[src/rtl/wb_rr_arbiter.sv]
// Wishbone B4 classic-cycle arbiter: NUM_MASTERS masters share one slave port
// under round-robin priority, with LOCK support and a slave-hang timeout.
module wb_rr_arbiter #(
  parameter int NUM_MASTERS = 2,
  parameter int ADDR_W      = 64,
  parameter int DATA_W      = 64,
  parameter int TAG_W       = 16,
  parameter int TIMEOUT     = 255
) (
  input  logic                            clk,
  input  logic                            rst_n,
  input  logic [NUM_MASTERS-1:0]          m_cyc_o,
  input  logic [NUM_MASTERS-1:0]          m_stb_o,
  input  logic [NUM_MASTERS-1:0]          m_we_o,
  input  logic [NUM_MASTERS-1:0]          m_lock_o,
  input  logic [NUM_MASTERS*ADDR_W-1:0]   m_adr_o,
  input  logic [NUM_MASTERS*DATA_W-1:0]   m_dat_o,
  input  logic [NUM_MASTERS*DATA_W/8-1:0] m_sel_o,
  input  logic [NUM_MASTERS*TAG_W-1:0]    m_tga_o,
  input  logic [NUM_MASTERS*TAG_W-1:0]    m_tgc_o,
  output logic [NUM_MASTERS-1:0]          m_ack_i,
  output logic [NUM_MASTERS-1:0]          m_err_i,
  output logic [NUM_MASTERS-1:0]          m_rty_i,
  output logic [DATA_W-1:0]               m_dat_i,
  output logic [TAG_W-1:0]                m_tgd_i,
  output logic                            s_cyc_i,
  output logic                            s_stb_i,
  output logic                            s_we_i,
  output logic                            s_lock_i,
  output logic [ADDR_W-1:0]               s_adr_i,
  output logic [DATA_W-1:0]               s_dat_i,
  output logic [DATA_W/8-1:0]             s_sel_i,
  output logic [TAG_W-1:0]                s_tga_i,
  output logic [TAG_W-1:0]                s_tgc_i,
  input  logic [DATA_W-1:0]               s_dat_o,
  input  logic [TAG_W-1:0]                s_tgd_o,
  input  logic                            s_ack_o,
  input  logic                            s_err_o,
  input  logic                            s_rty_o,
  output logic [NUM_MASTERS-1:0]          gnt
);

  localparam int SEL_W = DATA_W / 8;
  localparam int IDX_W = (NUM_MASTERS > 1) ? $clog2(NUM_MASTERS) : 1;
  localparam logic [15:0]      TMO_LIMIT = 16'(TIMEOUT);
  localparam logic [IDX_W-1:0] LAST_IDX  = IDX_W'(NUM_MASTERS - 1);

  typedef enum logic {IDLE, OWNED} state_t;

  state_t                 state_q, state_d;
  logic [NUM_MASTERS-1:0] gnt_q, gnt_d;
  logic [IDX_W-1:0]       idx_q, idx_d;
  logic [IDX_W-1:0]       ptr_q, ptr_d;
  logic [15:0]            cnt_q, cnt_d;

  logic                   found;
  logic [IDX_W-1:0]       cand;
  logic [IDX_W-1:0]       pick;
  logic                   owned;
  logic                   tmo;

  // First requester at or above rr_ptr, wrapping around.
  always_comb begin
    found = 1'b0;
    cand  = '0;
    pick  = ptr_q;
    for (int k = 0; k < NUM_MASTERS; k++) begin
      cand = IDX_W'((int'(ptr_q) + k) % NUM_MASTERS);
      if (!found && m_cyc_o[cand]) begin
        found = 1'b1;
        pick  = cand;
      end
    end
  end

  always_comb begin
    state_d = state_q;
    gnt_d   = gnt_q;
    idx_d   = idx_q;
    ptr_d   = ptr_q;
    case (state_q)
      IDLE: begin
        if (found) begin
          state_d     = OWNED;
          idx_d       = pick;
          gnt_d       = '0;
          gnt_d[pick] = 1'b1;
        end
      end
      OWNED: begin
        // A locked master keeps the bus even between its CYC bursts.
        if (!m_cyc_o[idx_q] && !m_lock_o[idx_q]) begin
          state_d = IDLE;
          gnt_d   = '0;
          ptr_d   = (idx_q == LAST_IDX) ? '0 : idx_q + IDX_W'(1);
        end
      end
      default: state_d = IDLE;
    endcase
  end

  assign owned = (state_q == OWNED);
  assign tmo   = owned && (cnt_q == TMO_LIMIT);

  always_comb begin
    s_cyc_i  = 1'b0;
    s_stb_i  = 1'b0;
    s_we_i   = 1'b0;
    s_lock_i = 1'b0;
    s_adr_i  = '0;
    s_dat_i  = '0;
    s_sel_i  = '0;
    s_tga_i  = '0;
    s_tgc_i  = '0;
    if (owned) begin
      s_cyc_i  = m_cyc_o[idx_q];
      s_stb_i  = m_stb_o[idx_q] && !tmo;
      s_we_i   = m_we_o[idx_q];
      s_lock_i = m_lock_o[idx_q];
      s_adr_i  = m_adr_o[idx_q*ADDR_W +: ADDR_W];
      s_dat_i  = m_dat_o[idx_q*DATA_W +: DATA_W];
      s_sel_i  = m_sel_o[idx_q*SEL_W +: SEL_W];
      s_tga_i  = m_tga_o[idx_q*TAG_W +: TAG_W];
      s_tgc_i  = m_tgc_o[idx_q*TAG_W +: TAG_W];
    end
  end

  always_comb begin
    if (tmo || !s_stb_i || s_ack_o || s_err_o || s_rty_o)
      cnt_d = '0;
    else
      cnt_d = cnt_q + 16'd1;
  end

  // gnt_q is all-zero when idle, so it doubles as the termination route mask.
  assign m_ack_i = gnt_q & {NUM_MASTERS{s_ack_o}};
  assign m_err_i = gnt_q & {NUM_MASTERS{s_err_o | tmo}};
  assign m_rty_i = gnt_q & {NUM_MASTERS{s_rty_o}};
  assign m_dat_i = s_dat_o;
  assign m_tgd_i = s_tgd_o;
  assign gnt     = gnt_q;

  always_ff @(posedge clk or negedge rst_n) begin
    if (!rst_n) begin
      state_q <= IDLE;
      gnt_q   <= '0;
      idx_q   <= '0;
      ptr_q   <= '0;
      cnt_q   <= '0;
    end else begin
      state_q <= state_d;
      gnt_q   <= gnt_d;
      idx_q   <= idx_d;
      ptr_q   <= ptr_d;
      cnt_q   <= cnt_d;
    end
  end

endmodule
[config.mk]
export PLATFORM = sky130hd
export DESIGN_NAME = wb_rr_arbiter
export DESIGN_NICKNAME = d
export VERILOG_FILES = /design/src/rtl/wb_rr_arbiter.sv
export SDC_FILE = /design/constraint.sdc
export NUM_CORES = 1
export LEC_CHECK = 0
export BUFFER_PORTS_ARGS = -buffer_cell sky130_fd_sc_hd__buf_2
export CORE_AREA = 10 10 260 262
export DETAILED_ROUTE_END_ITERATION = 10
export DIE_AREA = 0 0 270 272
export HOLD_SLACK_MARGIN = 0.12
export PLACE_DENSITY = 0.3
export REMOVE_ABC_BUFFERS = 1
export SETUP_SLACK_MARGIN = 0.02
export SLEW_MARGIN = 0
export SYNTH_ARGS = -nofsm -noshare
export SYNTH_HDL_FRONTEND = slang
export SYNTH_SLANG_ARGS = --single-unit
[constraint.sdc]
create_clock -name clk -period 1.7 [get_ports clk]
set_input_delay 0.17 -clock clk [delete_from_list [all_inputs] [get_ports clk]]
set_output_delay 0.17 -clock clk [all_outputs]
set_load 0.05 [all_outputs]
== After elaboration in Yosys (flattened, before gate mapping) ==
Index checks and enable logic that the tools add are counted.

* Input bits: 429
* Output and inout bits: 260
* Register bits: 21
* Logic and storage cells: 77

* Reduce and logical (&&, ||, !) cells: 17
* Shifts and indexed selects: 5
* Bitwise operators: 5
* $add $sub $neg: 3
* Multiplexer cells: 34
* $lt $le $gt $ge: 5
* Equal/unequal tests: 3

{| class="wikitable"
|+ Operators with widths
! kind !! number
|-
| $shiftx 128x8->64 || 2
|-
| $mux 64 || 2
|-
| $shiftx 32x6->16 || 2
|-
| $mux 16 || 3
|-
| $mux 1 || 23
|-
| $add 16x1->16 const B || 1
|-
| $eq 16x8->1 const B || 1
|-
| $shiftx 16x5->8 || 1
|-
| $lt 1x2->1 const B || 4
|-
| $mux 8 || 1
|-
| $and 2x2->2 || 3
|-
| $reduce_and 2->1 || 3
|-
| $logic_and 1x1->1 || 5
|-
| $logic_not 1->1 || 5
|-
| $logic_or 1x1->1 || 4
|-
| $mux 2 || 2
|-
| $pmux 2 s2 || 1
|-
| $add 1x1->1 const B || 2
|-
| $ne 2x1->1 const B || 1
|-
| $ne 2x2->1 const B || 1
|-
| $pmux 1 s2 || 1
|-
| $demux 1 s1 || 1
|-
| $ge 1x1->1 const B || 1
|-
| $not 1->1 || 1
|-
| $or 1x1->1 || 1
|}

== Depth between registers and ports, before layout ==
* Depth after elaboration: 12
* Mapped depth: 6

== Least setup slack after synthesis ==
No wires, ideal clock.

* Path kind: flip-flop to output port
* Start point: register cnt_q[0]
* End point: output port s_stb_i
* Data required time: 1530 ps
* Path buffers: 0
* Cell stages (with the launch flop): 6
* Data arrival time: 2026 ps
* Path slack: -496 ps
* Cell sequence: dfrtp_1 ha_1 nand3_2 or3_4 nor3b_2 nor3_1

* Word-level cells in the longest chain between the ends: 5

{| class="wikitable"
|+ RTL lines
! item !! line !! text
|-
| from (decl) || 54 || <nowiki>logic [15:0] cnt_q, cnt_d;</nowiki>
|-
| from (signal assigned) || 155 || <nowiki>cnt_q <= cnt_d;</nowiki>
|-
| $eq 16x8->1 || 103 || <nowiki>assign tmo = owned && (cnt_q == TMO_LIMIT);</nowiki>
|-
| $logic_and 1x1->1 || 103 ||
|-
| $logic_not 1->1 || 117 || <nowiki>s_stb_i = m_stb_o[idx_q] && !tmo;</nowiki>
|-
| $logic_and 1x1->1 || 117 ||
|-
| $mux 1 || 115 || <nowiki>if (owned) begin</nowiki>
|-
| to (decl) || 27 || <nowiki>output logic s_stb_i,</nowiki>
|}

Every way passes these cells.

== Worst setup path in the final report ==
* Start point: register cnt_q[0]
* End point: output port m_err_i[1]

* Word-level cells in the longest chain between the ends: 4

{| class="wikitable"
|+ RTL lines
! item !! line !! text
|-
| $eq 16x8->1 || 103 ||
|-
| $logic_and 1x1->1 || 103 ||
|-
| $or 1x1->1 || 137 || <nowiki>assign m_err_i = gnt_q & {NUM_MASTERS{s_err_o | tmo}};</nowiki>
|-
| $and 2x2->2 || 137 ||
|-
| to (decl) || 22 || <nowiki>output logic [NUM_MASTERS-1:0] m_err_i,</nowiki>
|}

Every way passes these cells.

==> impl_metrics.yaml <==
status:
  outcome: "complete, but fails checks"
  violations: "negative setup slack"
timing:
  setup_tns_ns: -38.21
  drv_slew: 0
  worstMarginPinSlew_ns: 0.538
  layout_setup_ws_ns: -0.365
  final_hold_viol_count: 0
  fin_skew_ns: 0.00595
  fin_crit_sh_pct: 121
  rsz0062_at_grt: "true"
  slew_headroom_pct: 64.1
  setup_viol: 192
  period_needed_ns: 2.06
  max_freq_ghz: 0.484
detailed_routing:
  wl_per_cell_um: 23.9
  drt_pre_antenna_iters: 4
  routed_via_density: 3.28
  drt_iter0_drc: 217
  ant_nets: 0
  vias: 6317
  post-route-drc-count: 0
  routed_wl_um: 46000
worst_setup_path:
  cp.required_ns: 1.53
  worstPathArrival_ns: 1.89
  cp_max_fo: 3
  rr_startpoint: "idx_q$_DFFE_PN0P_"
  crit_buf_inv: 1
  crit_type: "reg2out"
  worstRegToRegCells: 7
  reg2reg_slack_ns: -0.17
  cpLargestDelayFamily: "simple AND/OR/NAND/NOR gates"
  cp.depth: 6
  slowest_stage: "or3_4"
  crit_path_end_kind: "output port"
  start_kind: "register"
  r2r-end: "gnt[1]$_DFFE_PN0P_"
  worstPathCellList: "ha_2 -> nand3_2 -> or3_4 -> nor3b_4 -> o21a_1 -> buf_6"
  cpPeakStageDelay_ns: 0.40
synth:
  synthCells: 581
  synth_edf_count: 0
  yosys-top-cells-count: "nor2_1 (182), mux2i_1 (172), buf_4 (80)"
  ys_seq_area_share_pct: 12.3
  synth_flop_cell: "dfrtp_1"
  syn_area_per_cell_sq_um: 7.38
  netlist_area_sq_mm: 0.00429
  yosys.area.top_type_share_pct: 40.2
  async_flop_share_pct: 100
  synth_cell_types: 34
  yosysMostFrequentCell: "nor2_1"
  ys_ff_latch: 21
  yosys_warnings: 0
  synth_area_leaders: "mux2i_1 (40%), nor2_1 (16%), buf_4 (14%)"
  synth_largest_area_cell: "mux2i_1"
placed_design:
  post_dp_cell_area_sq_mm: 0.00855
  port-buffer-count: 528
  gp_congestion: 0.854
  dp_hpwl_um: 38500
floorplan:
  dieWidth_um: 270
  core_sq_mm: 0.0625
  die_area_sq_mm: 0.0734
  pin_count: 689
  rows: 92
  fp.dieH_um: 272
  initial_core_util_pct: 6.86
pwr:
  power_mw: 23.1
  ir_worst_vdd_v: 0.000837
  p_seq_share_pct: 3.1
  power_switching_mw: 12.9
  intPower_mw: 10.2
  p_clk_share_pct: 2.2
  swShare_pct: 55.9
  power_density_mw_per_mm2: 2060
  p_comb_share_pct: 94.7
  leakagePower_nw: 5.20
worst_hold_path:
  worstHoldPathCells: 3
  hp-start: "m_lock_o[1]"
  holdPathEnd: "ptr_q$_DFFE_PN0P_"
  hp-class: "in2reg"
global_route:
  antenna_found_initial: 3
  busiest_layer: "met2"
  grt_util_met2_pct: 17.9
  use_met1_pct: 13.4
  grt_pass1_vias: 6831
  grt_max_degree: 57
  met3_usage_pct: 7.33
  grt_pass1_wl_um: 60200
  overflow: 0
  grt.total_usage_pct: 11.5
clock_tree:
  cts_root_buffer: "clkbuf_16"
  cts_buffers: 3
  htreeDepth: 1
  cts_tree: "built"
  clock-sinks: 21
  clkLatencyLatePin_ns: 0.25
  ctsLongestPathBuffers: 2
  clkTransAtPathRegs_ns: 0.06
layout:
  fillerInstances: 6990
  final_nets: 1509
  fin_area_sq_mm: 0.0112
  diodes: 0
  syn_to_final_growth_pct: 162
  drive_above_1_share_pct: 72.2
  utilization_pct: 17.9
job:
  cap_violations: 0
[cells by family after synthesis]
family | count (synthesis) | synth area share, %
and+or+nand+nor | 228 | 22.6
muxes | 172 | 40.2
buffers and inverters | 129 | 19.2
DFF | 21 | 12.3
AOI/OAI and AO/OA | 17 | 2.80
xor gates and xnor gates | 13 | 2.66
adders and majority gates | 1 | 0.292
[repair_timing]
item                                   CTS  global route
pin swaps                               31            46
buffers inserted                        17             8
setup endpoints to repair              184           195
hold buffers                             1             0
resized for setup                      330           273
endpoints found under the hold margin   21             0
gates cloned                             3             5
[area by class of cell]
cell class | instances | area [sq um] | share of cell area [%]
Tap cell | 846 | 1060 | 9.44
Inverter | 8 | 35.0 | 0.312
Multi-Input combinational cell | 431 | 4020 | 35.9
Timing Repair Buffer | 614 | 5490 | 49.0
Clock buffer | 4 | 78.8 | 0.703
Sequential cell | 21 | 529 | 4.72
[worst max path at each step]
stage,startpoint,end
after detailed placement,cnt_q[0]$_DFF_PN0_,m_err_i[1]
after floorplan,idx_q$_DFFE_PN0P_,s_stb_i
after global placement,cnt_q[0]$_DFF_PN0_,m_err_i[1]
final,cnt_q[0]$_DFF_PN0_,m_err_i[1]
after CTS,cnt_q[0]$_DFF_PN0_,m_err_i[0]
after global routing,cnt_q[0]$_DFF_PN0_,m_err_i[1]
[through the flow]
| step | std cells | hold WS (ns) | setup WS, ns |
|---|---|---|---|
| final | 1924 | 0.242 | -0.365 |
| after global placement | 1903 | 0.185 | -0.262 |
| after CTS | 1924 | 0.259 | -0.390 |
| after floorplan | 460 | -0.126 | -5.71 |
| after detailed placement | 1903 | 0.182 | -0.261 |
| after global routing | 1924 | 0.244 | -0.440 |
[metal layers]
metal / up-vias / routed length, um
li1: 2859 / -
met1: 2940 / 18300
met2: 490 / 20700
met3: 18 / 6620
met4: 10 / 142
met5: - / 305
[worst reg2reg max path, stage by stage, from the launching register on]
cell	delay, ns
dfrtp_4	0.58
buf_12	0.18
buf_16	0.15
buf_12	0.15
buf_8	0.13
buf_8	0.13
o311ai_0	0.32
a21oi_1	0.11
[placed cells by master, fill, tap and decap left out, types with 16 or more instances in the layout]
cell     netlist  routed
buf_12         1      68
mux2i_4        0      45
mux2i_1      172     110
mux2i_2        0      17
buf_4         80      27
dfrtp_1       21      20
buf_6          0     131
buf_2         19     354
nor2_1       182     111
nor2_2        10      34
nor2_4         0      47
buf_8          0      16
[power groups by stage]
stage	registers, mW	clock network (mW)	logic (mW)
3_3_place_gp	0.672	0	16.7
5_1_grt	0.736	0.543	22.9
6_report	0.713	0.505	21.9
2_1_floorplan	0.878	0	4.37
4_1_cts	0.711	0.521	20.0
3_5_place_dp	0.674	0	16.7
[flip-flops by register name, summed over array words and instances, names as in the netlist]
signal	count
ptr_q	1
idx_q	1
cnt_q	16
gnt	2
owned	1
(Power assumes the default switching activity.)
